[src/rtl/mul_div_seq.sv]
// Sequential signed multiply/divide unit: radix-2 Booth multiply and
// non-restoring divide on magnitudes, 32 iterations each, result on Zhigh/Zlow.
//
// state | meaning
// IDLE  | waiting for start; operands captured on the start edge
// RUN   | one Booth or non-restoring step per cycle, 32 steps
// FIX   | remainder correction, sign fix, result and dbz written
// DONE  | done pulse, result stable, start ignored
module mul_div_seq (
    input  logic        clock,
    input  logic        clear,
    input  logic [31:0] BusMuxOut,
    input  logic        Yin,
    input  logic        start,
    input  logic        op,
    output logic        busy,
    output logic        done,
    output logic        dbz,
    output logic [31:0] Zhigh,
    output logic [31:0] Zlow
);

    typedef enum logic [1:0] {IDLE, RUN, FIX, DONE} state_t;

    state_t      state, state_nxt;
    logic [31:0] y_reg, a_reg, b_reg;
    logic        op_reg;
    logic [4:0]  cnt;
    logic [33:0] acc;
    logic [31:0] lo;
    logic        q1;

    logic [33:0] a_ext, booth_sum, d_ext, div_shift, div_sum;
    logic [31:0] b_mag, y_mag, rem_fix, q_signed, r_signed;

    always_ff @(posedge clock) begin
        if (clear) state <= IDLE;
        else       state <= state_nxt;
    end

    always_comb begin
        state_nxt = state;
        busy      = 1'b0;
        done      = 1'b0;
        case (state)
            IDLE: if (start) state_nxt = (op && BusMuxOut == 32'd0) ? FIX : RUN;
            RUN: begin
                busy = 1'b1;
                if (cnt == 5'd31) state_nxt = FIX;
            end
            FIX: begin
                busy      = 1'b1;
                state_nxt = DONE;
            end
            DONE: begin
                done      = 1'b1;
                state_nxt = IDLE;
            end
            default: state_nxt = IDLE;
        endcase
    end

    // Booth: {acc, lo, q1} is the shifting product/multiplier pair
    always_comb begin
        a_ext = {{2{a_reg[31]}}, a_reg};
        case ({lo[0], q1})
            2'b01:   booth_sum = acc + a_ext;
            2'b10:   booth_sum = acc - a_ext;
            default: booth_sum = acc;
        endcase
    end

    // Non-restoring divide: acc is the signed partial remainder, lo shifts
    // the dividend magnitude out and the quotient bits in.
    always_comb begin
        b_mag     = b_reg[31] ? -b_reg : b_reg;
        y_mag     = y_reg[31] ? -y_reg : y_reg;
        d_ext     = {2'b00, b_mag};
        div_shift = {acc[32:0], lo[31]};
        div_sum   = acc[33] ? div_shift + d_ext : div_shift - d_ext;
        rem_fix   = acc[33] ? acc[31:0] + b_mag : acc[31:0];
        q_signed  = (a_reg[31] ^ b_reg[31]) ? -lo : lo;
        r_signed  = a_reg[31] ? -rem_fix : rem_fix;
    end

    always_ff @(posedge clock) begin
        if (clear) begin
            y_reg  <= '0;
            a_reg  <= '0;
            b_reg  <= '0;
            op_reg <= 1'b0;
            cnt    <= '0;
            acc    <= '0;
            lo     <= '0;
            q1     <= 1'b0;
            dbz    <= 1'b0;
            Zhigh  <= '0;
            Zlow   <= '0;
        end else begin
            if (Yin) y_reg <= BusMuxOut;
            case (state)
                IDLE: if (start) begin
                    a_reg  <= y_reg;
                    b_reg  <= BusMuxOut;
                    op_reg <= op;
                    dbz    <= 1'b0;
                    cnt    <= '0;
                    acc    <= '0;
                    q1     <= 1'b0;
                    lo     <= op ? y_mag : BusMuxOut;
                end
                RUN: begin
                    cnt <= cnt + 5'd1;
                    if (op_reg) begin
                        acc <= div_sum;
                        lo  <= {lo[30:0], ~div_sum[33]};
                    end else begin
                        acc <= {booth_sum[33], booth_sum[33:1]};
                        lo  <= {booth_sum[0], lo[31:1]};
                        q1  <= lo[0];
                    end
                end
                FIX: begin
                    if (!op_reg) begin
                        Zhigh <= acc[31:0];
                        Zlow  <= lo;
                    end else if (b_reg == 32'd0) begin
                        Zhigh <= a_reg;
                        Zlow  <= 32'hFFFF_FFFF;
                        dbz   <= 1'b1;
                    end else begin
                        Zhigh <= r_signed;
                        Zlow  <= q_signed;
                    end
                end
                default: ;
            endcase
        end
    end

endmodule

[config.mk]
export PLATFORM = sky130hd
export DESIGN_NAME = mul_div_seq
export DESIGN_NICKNAME = d
export VERILOG_FILES = /design/src/rtl/mul_div_seq.sv
export SDC_FILE = /design/constraint.sdc
export NUM_CORES = 1
export LEC_CHECK = 0
export CAP_MARGIN = 20
export CORE_MARGIN = 3
export CORE_UTILIZATION = 55
export CTS_BUF_LIST = sky130_fd_sc_hd__clkbuf_4 sky130_fd_sc_hd__clkbuf_8 sky130_fd_sc_hd__clkbuf_16
export DETAILED_ROUTE_END_ITERATION = 6
export HOLD_SLACK_MARGIN = 0.05
export PLACE_DENSITY = 0.74
export RECOVER_POWER = 25
export SLEW_MARGIN = 15
export SYNTH_ARGS = -nofsm -noshare
export SYNTH_HDL_FRONTEND = slang
export SYNTH_SLANG_ARGS = --single-unit
[constraint.sdc]
create_clock -name clock -period 8.1 [get_ports clock]
set_clock_uncertainty 0.2 [all_clocks]
set_input_delay 1.62 -clock clock [delete_from_list [all_inputs] [get_ports clock]]
set_output_delay 1.62 -clock clock [all_outputs]
set_load 0.01 [all_outputs]
After elaboration in Yosys (flattened, before gate mapping)
Index checks and enable logic that the tools add are counted.
{"block": "word_totals", "ff_bits": 236, "in_bits": 37, "output_inout_bits": 67}
{"block": "classes", "n_addsub": 10, "n_eq_ne": 11, "muxes": 32, "bitwise": 2, "reduce_logical": 12}
{"op": "32-bit 2-to-1 mux", "count": 12}
{"op": "34-bit one-hot mux with 2 select lines", "count": 2}
{"op": "32-bit negator", "count": 4}
{"op": "34-bit 2-to-1 mux", "count": 3}
{"op": "32-bit zero test", "count": 2}
{"op": "32-bit one-hot mux with 2 select lines", "count": 1}
{"op": "34-bit by 32-bit adder with 34-bit output", "count": 1}
{"op": "34-bit adder", "count": 1}
{"op": "34-bit by 32-bit subtractor with 34-bit output", "count": 1}
{"op": "34-bit subtractor", "count": 1}
{"op": "32-bit adder", "count": 1}
{"op": "2-bit inequality test, second input constant", "count": 5}
{"op": "5-bit one-hot mux with 2 select lines", "count": 1}
{"op": "2-bit one-hot mux with 4 select lines", "count": 1}
{"op": "2-bit == test, second input constant", "count": 3}
{"op": "1-bit 2-to-1 mux", "count": 6}
{"op": "2-bit 2-to-1 mux", "count": 3}
{"op": "2-bit AND reduction", "count": 3}
{"op": "5-bit by 1-bit adder with 5-bit output, second input constant", "count": 1}
{"op": "5-bit == test, second input constant", "count": 1}
{"op": "5-bit 2-to-1 mux", "count": 1}
{"op": "2-bit by 1-bit == test with 1-bit output, second input constant", "count": 2}
{"op": "1-bit one-hot mux with 2 select lines", "count": 2}
{"op": "4-bit AND reduction", "count": 1}
{"op": "7 further kinds", "count": 8}

Depth between registers and ports, before layout
{"block": "logic_depth", "ltp_word": 8, "ltp_mapped": 26, "mapped_depth_nobuf": 23}

Least setup slack after synthesis
OpenSTA, ideal clock, no wires.
{"block": "synth_timing", "kind": "reg2reg", "from": "register b_reg[31]", "to": "register Zhigh[31]", "setup_ns": 0.128, "t_arrival_ns": 5.758, "slack_ns": 2.015, "stages_incl_launch_ff": 20, "path_buffers": 5, "synth_period_minus_slack_ns": 6.085, "cell_sequence": "dfxtp_1 clkbuf_1 clkbuf_1 clkbuf_1 clkbuf_1 clkbuf_1 nand2_1 xnor2_1 inv_1 ha_1 and2_1 or4_1 a31o_1 or4b_1 or4_4 or4_4 or3_1 nor4_1 o22ai_1 o2bb2ai_1"}
{"block": "synth_via", "elab_chain_len": 8, "elab_cells_between_ends": 9}
{"item": "start, declared", "line": "26", "source": "logic [31:0] y_reg, a_reg, b_reg;"}
{"item": "start signal, assigned", "line": "104", "source": "b_reg <= BusMuxOut;"}
{"item": "32-bit negator", "line": "76", "source": "b_mag = b_reg[31] ? -b_reg : b_reg;"}
{"item": "32-bit 2-to-1 mux", "line": "76"}
{"item": "32-bit adder", "line": "81", "source": "rem_fix = acc[33] ? acc[31:0] + b_mag : acc[31:0];"}
{"item": "32-bit 2-to-1 mux", "line": "81"}
{"item": "32-bit negator", "line": "83", "source": "r_signed = a_reg[31] ? -rem_fix : rem_fix;"}
{"item": "32-bit 2-to-1 mux", "line": "83"}
{"item": "32-bit 2-to-1 mux *", "line": "127", "source": "end else if (b_reg == 32'd0) begin"}
{"item": "32-bit 2-to-1 mux *", "line": "124", "source": "if (!op_reg) begin"}
{"item": "end signal, assigned", "line": "125", "source": "Zhigh <= acc[31:0];"}
{"item": "end signal, assigned", "line": "128", "source": "Zhigh <= a_reg;"}
{"item": "end signal, assigned", "line": "132", "source": "Zhigh <= r_signed;"}
{"item": "end, declared", "line": "19", "source": "output logic [31:0] Zhigh,"}
Every way passes the cells marked *; elsewhere a longest branch is shown, timed or not.
A chain may end at the register's enable or synchronous reset.

Worst setup path after layout
{"block": "layout_timing", "from": "register b_reg[0]", "to": "register acc[33]"}
{"block": "layout_via", "elab_chain_len": 6, "elab_cells_between_ends": 7}
{"item": "32-bit negator", "line": "76"}
{"item": "32-bit 2-to-1 mux *", "line": "76"}
{"item": "34-bit by 32-bit subtractor with 34-bit output / 34-bit by 32-bit adder with 34-bit output (equally long branches)", "line": "80", "source": "div_sum = acc[33] ? div_shift + d_ext : div_shift - d_ext;"}
{"item": "34-bit 2-to-1 mux *", "line": "80"}
{"item": "34-bit 2-to-1 mux *", "line": "114", "source": "if (op_reg) begin"}
{"item": "34-bit one-hot mux with 2 select lines *", "line": "101", "source": "case (state)"}
{"item": "end signal, assigned", "line": "115", "source": "acc <= div_sum;"}
{"item": "end signal, assigned", "line": "118", "source": "acc <= {booth_sum[33], booth_sum[33:1]};"}
{"item": "end, declared", "line": "29", "source": "logic [33:0] acc;"}
Marked as above.

==> impl_results.md <==
- Crit share post-route: 83.3%
- Vias/cell: 6.64
- Worst EP required: 8370 ps
- Area after DPL: 21800 um2
- Initial antenna violation count: 0
- FF-to-FF path depth: 21
- Mux contribution to synthesized area: 3.99%
- Number of flip-flops in the largest register: 34
- Post-synth EDFFs: 0
- Max IR drop VDD: 0.000241 V
- Top FF cell, synth: dfxtp_1
- Input/output buffers: 103
- Least-Margin Pin Slew: 2890 ps
- Reg2Reg Setup Slack: 1350 ps
- Die Span X: 200 um
- Cell internal pwr: 0.00413 W
- Pwr/cell area: 367 nW/um2
- Synthesized flop and latch total: 236
- H-tree Lvls: 1
- Leading post-synthesis cells by cell area: dfxtp_1 (23%), a21oi_1 (7.2%), nand2_1 (6.9%)
- Largest family of logic cells by synthesized area: compound AO/OA/AOI/OAI gates
- Synth area leader: dfxtp_1
- Final WS setup: 1350 ps
- Post-route ant nets: 0
- Drt total wl: 75600 um
- Total congestion overflow: 0
- Routability cong.: 0.975
- Net Sw Power: 0.00421 W
- Core area: 36800 um2
- DR WL/cell: 22.8 um
- Post-Synth XOR/XNOR Area: 9.91%
- Clock network power share: 16.1%
- Commonest non-fill, non-tap cells in the layout: nand2_1 (379), a21oi_1 (296), nor2_1 (284)
- Max-slew violations: 100
- CTS hold repair buffers: 0
- Die H: 200 um
- Hold crit path type: reg2reg
- Worst slack at placement: 1480 ps
- Clock Path Buffers: 3
- TNS Setup: 0 ps
- Max Fanout on Critical Path: 12
- Post-synthesis sequential area ratio: 22.9%
- Crit path DAT: 7030 ps
- Row count: 70
- CTS tree: yes
- First-pass GRT wire length: 115000 um
- RSZ-0062 raised after global routing: no
- Run status: complete, but fails checks
- Area occupied by multi-input gates: 14900 um2
- Hold WS: 263 ps
- Number of global-route vias before repair: 19997
- Final min period: 6750 ps
- Inserted Diodes: 0
- Max Cap Viol: 2
- Largest net degree at the start of global routing: 96
- Register share of total power: 21.2%
- Most common cell after layout, fill and taps aside: nand2_1
- Sink Count: 236
- Post-DP HPWL: 57100 um
- Clock latency on the worst-skew pair: 600 ps
- Max Clk Rate: 0.148 GHz
- RR Endpoint: acc[33]
- Worst Setup End Kind: register
- Fill cells: 3392
- Ys Warns: 0
- Hold path depth: 2
- Setup violators final: 0
- Clock-pin slew on the worst setup and hold paths: 70 ps
- Kind of critical path: reg2reg
- Total CTS buffers: 29
- Initial Utilization: 56.1%
- Cells after Synth: 2848
- Comb pwr share: 62.8%
- Fin nets: 2977
- Simple-Gate Fraction of Synth Area: 22.9%
- Worst Hold Launch: Zhigh[4]
- Total Routing Usage GR: 36.7%
- I/O pins: 104
- Synth Area in Compound Gates: 28.4%
- Detailed Routing Iterations Pass 1: 7
- Synth cell types: 90
- Layout area overhead: 10.4%
- Post-CTS setup buffer count: 0
- Slew headroom: -92.7%
- Reg with most FFs: acc
- WHS Endpoint: Zhigh[4]
- CTS resizes: 0
- Synthesized area per cell: 7.24 um2
- Layout cells sized above 1: 4.56%
- Via count: 22039
- Net Count, Synth: 2998
- Hold Fails Final Rpt: 0
- Post-route cell area: 22800 um2
- Switching Share: 50.5%
- R2R Path Start: b_reg[0]
- Iter 0 DRT Violations: 2599
- Die ar.: 39900 um2
- Adder-cell share of the synthesized area: 6.96%
- Post-synth top area share: 22.9%
- Reg area: 4730 um2
- Failing checks: max-capacitance violations, max-slew violations
- Cell Area, Synth: 20600 um2
- # DRC: 0
- Async SR Flop Fraction: 0%
- CP startpoint kind: register
- Leakage power total: 8.74 nW
- Clk root buf: clkbuf_16
worst max-delay path, cell delays in order, from the launching register on:
cell	delay, ps
dfxtp_1	420
inv_1	130
ha_1	210
or4b_1	570
or4b_4	680
o31ai_1	320
xor2_1	420
nand3_1	240
nor3b_1	450
a21oi_1	150
xnor2_1	160
ha_1	400
and4_1	220
nand3_1	130
a21o_1	210
a22oi_1	340
a221oi_1	240
o311ai_0	430
xnor3_1	320
o21ai_2	160
o22ai_1	90
o2bb2ai_1	140
logic make-up (layout without fill, tap and decap cells):
logic type | count (synthesis) | count (layout)
AND/OR/NAND/NOR | 1018 | 1018
adder cells (fa/ha/maj) | 113 | 113
multiplexers | 82 | 82
buffers and inverters | 266 | 267
XOR/XNOR | 231 | 231
flip-flops | 236 | 236
AO/OA/AOI/OAI | 902 | 902
metal layers:
metal	part of all wire, %	global-route usage (%)
met2	43	56.8
met1	43	52.1
met4	4.0	13.1
met3	10	5.55
met5	0	0
layout make-up:
class	count	area share [%]
Sequential cell	236	20.8
Timing Repair Buffer	131	5.49
Clock inverter	15	0.648
Tap cell	468	2.57
Inverter	83	1.37
Multi-Input combinational cell	2346	65.5
Clock buffer	38	3.62
through the flow:
step | utilization (%) | std cells | total power [W]
after global routing | 61.9 | 3317 | 0.00890
after global placement | 59.1 | 3261 | 0.00681
after CTS | 61.8 | 3314 | 0.00824
after floorplan | - | 2848 | 0.00545
final | 61.9 | 3317 | 0.00835
after detailed placement | 59.1 | 3261 | 0.00688
power by group through the flow:
stage / logic [W] / registers [W] / clock network [W]
floorplan: 0.00384 / 0.00161 / 0
global placement: 0.00504 / 0.00176 / 0
detailed placement: 0.00510 / 0.00177 / 0
CTS: 0.00514 / 0.00175 / 0.00135
global route: 0.00571 / 0.00179 / 0.00140
finish: 0.00524 / 0.00177 / 0.00134
Yosys cell counts, types with 14 or more instances:
master    number
o21a_1        16
a21oi_1      296
o21bai_1      16
ha_1         110
dfxtp_1      236
a31oi_1       44
inv_1         81
nand3_1       45
o211ai_1      72
a22oi_1       18
nand2b_1      30
buf_1         25
mux2i_1       81
o22ai_1       23
a21o_1        39
xnor2_1      139
a211oi_1      52
nand2_1      380
or4_1         21
or2_2         18
nor2_1       285
and3_1        21
clkbuf_1     154
o41ai_1       25
nand4_1       14
or3_1         23
and2_1        19
nor4_1        28
o31ai_1       41
nor3_1        63
o21ai_0      132
nor2b_1       31
xor2_1        90
worst max-delay path by stage:
stage | startpoint | endpoint | depth (start not counted)
6_report | b_reg[0] | acc[33] | 21
5_1_grt | b_reg[0] | acc[33] | 22
4_1_cts | b_reg[0] | acc[33] | 21
3_5_place_dp | b_reg[0] | acc[33] | 21
3_3_place_gp | b_reg[0] | acc[33] | 21
2_1_floorplan | b_reg[31] | Zhigh[31] | 19
Note: power is estimated with default switching activity, not from simulation.
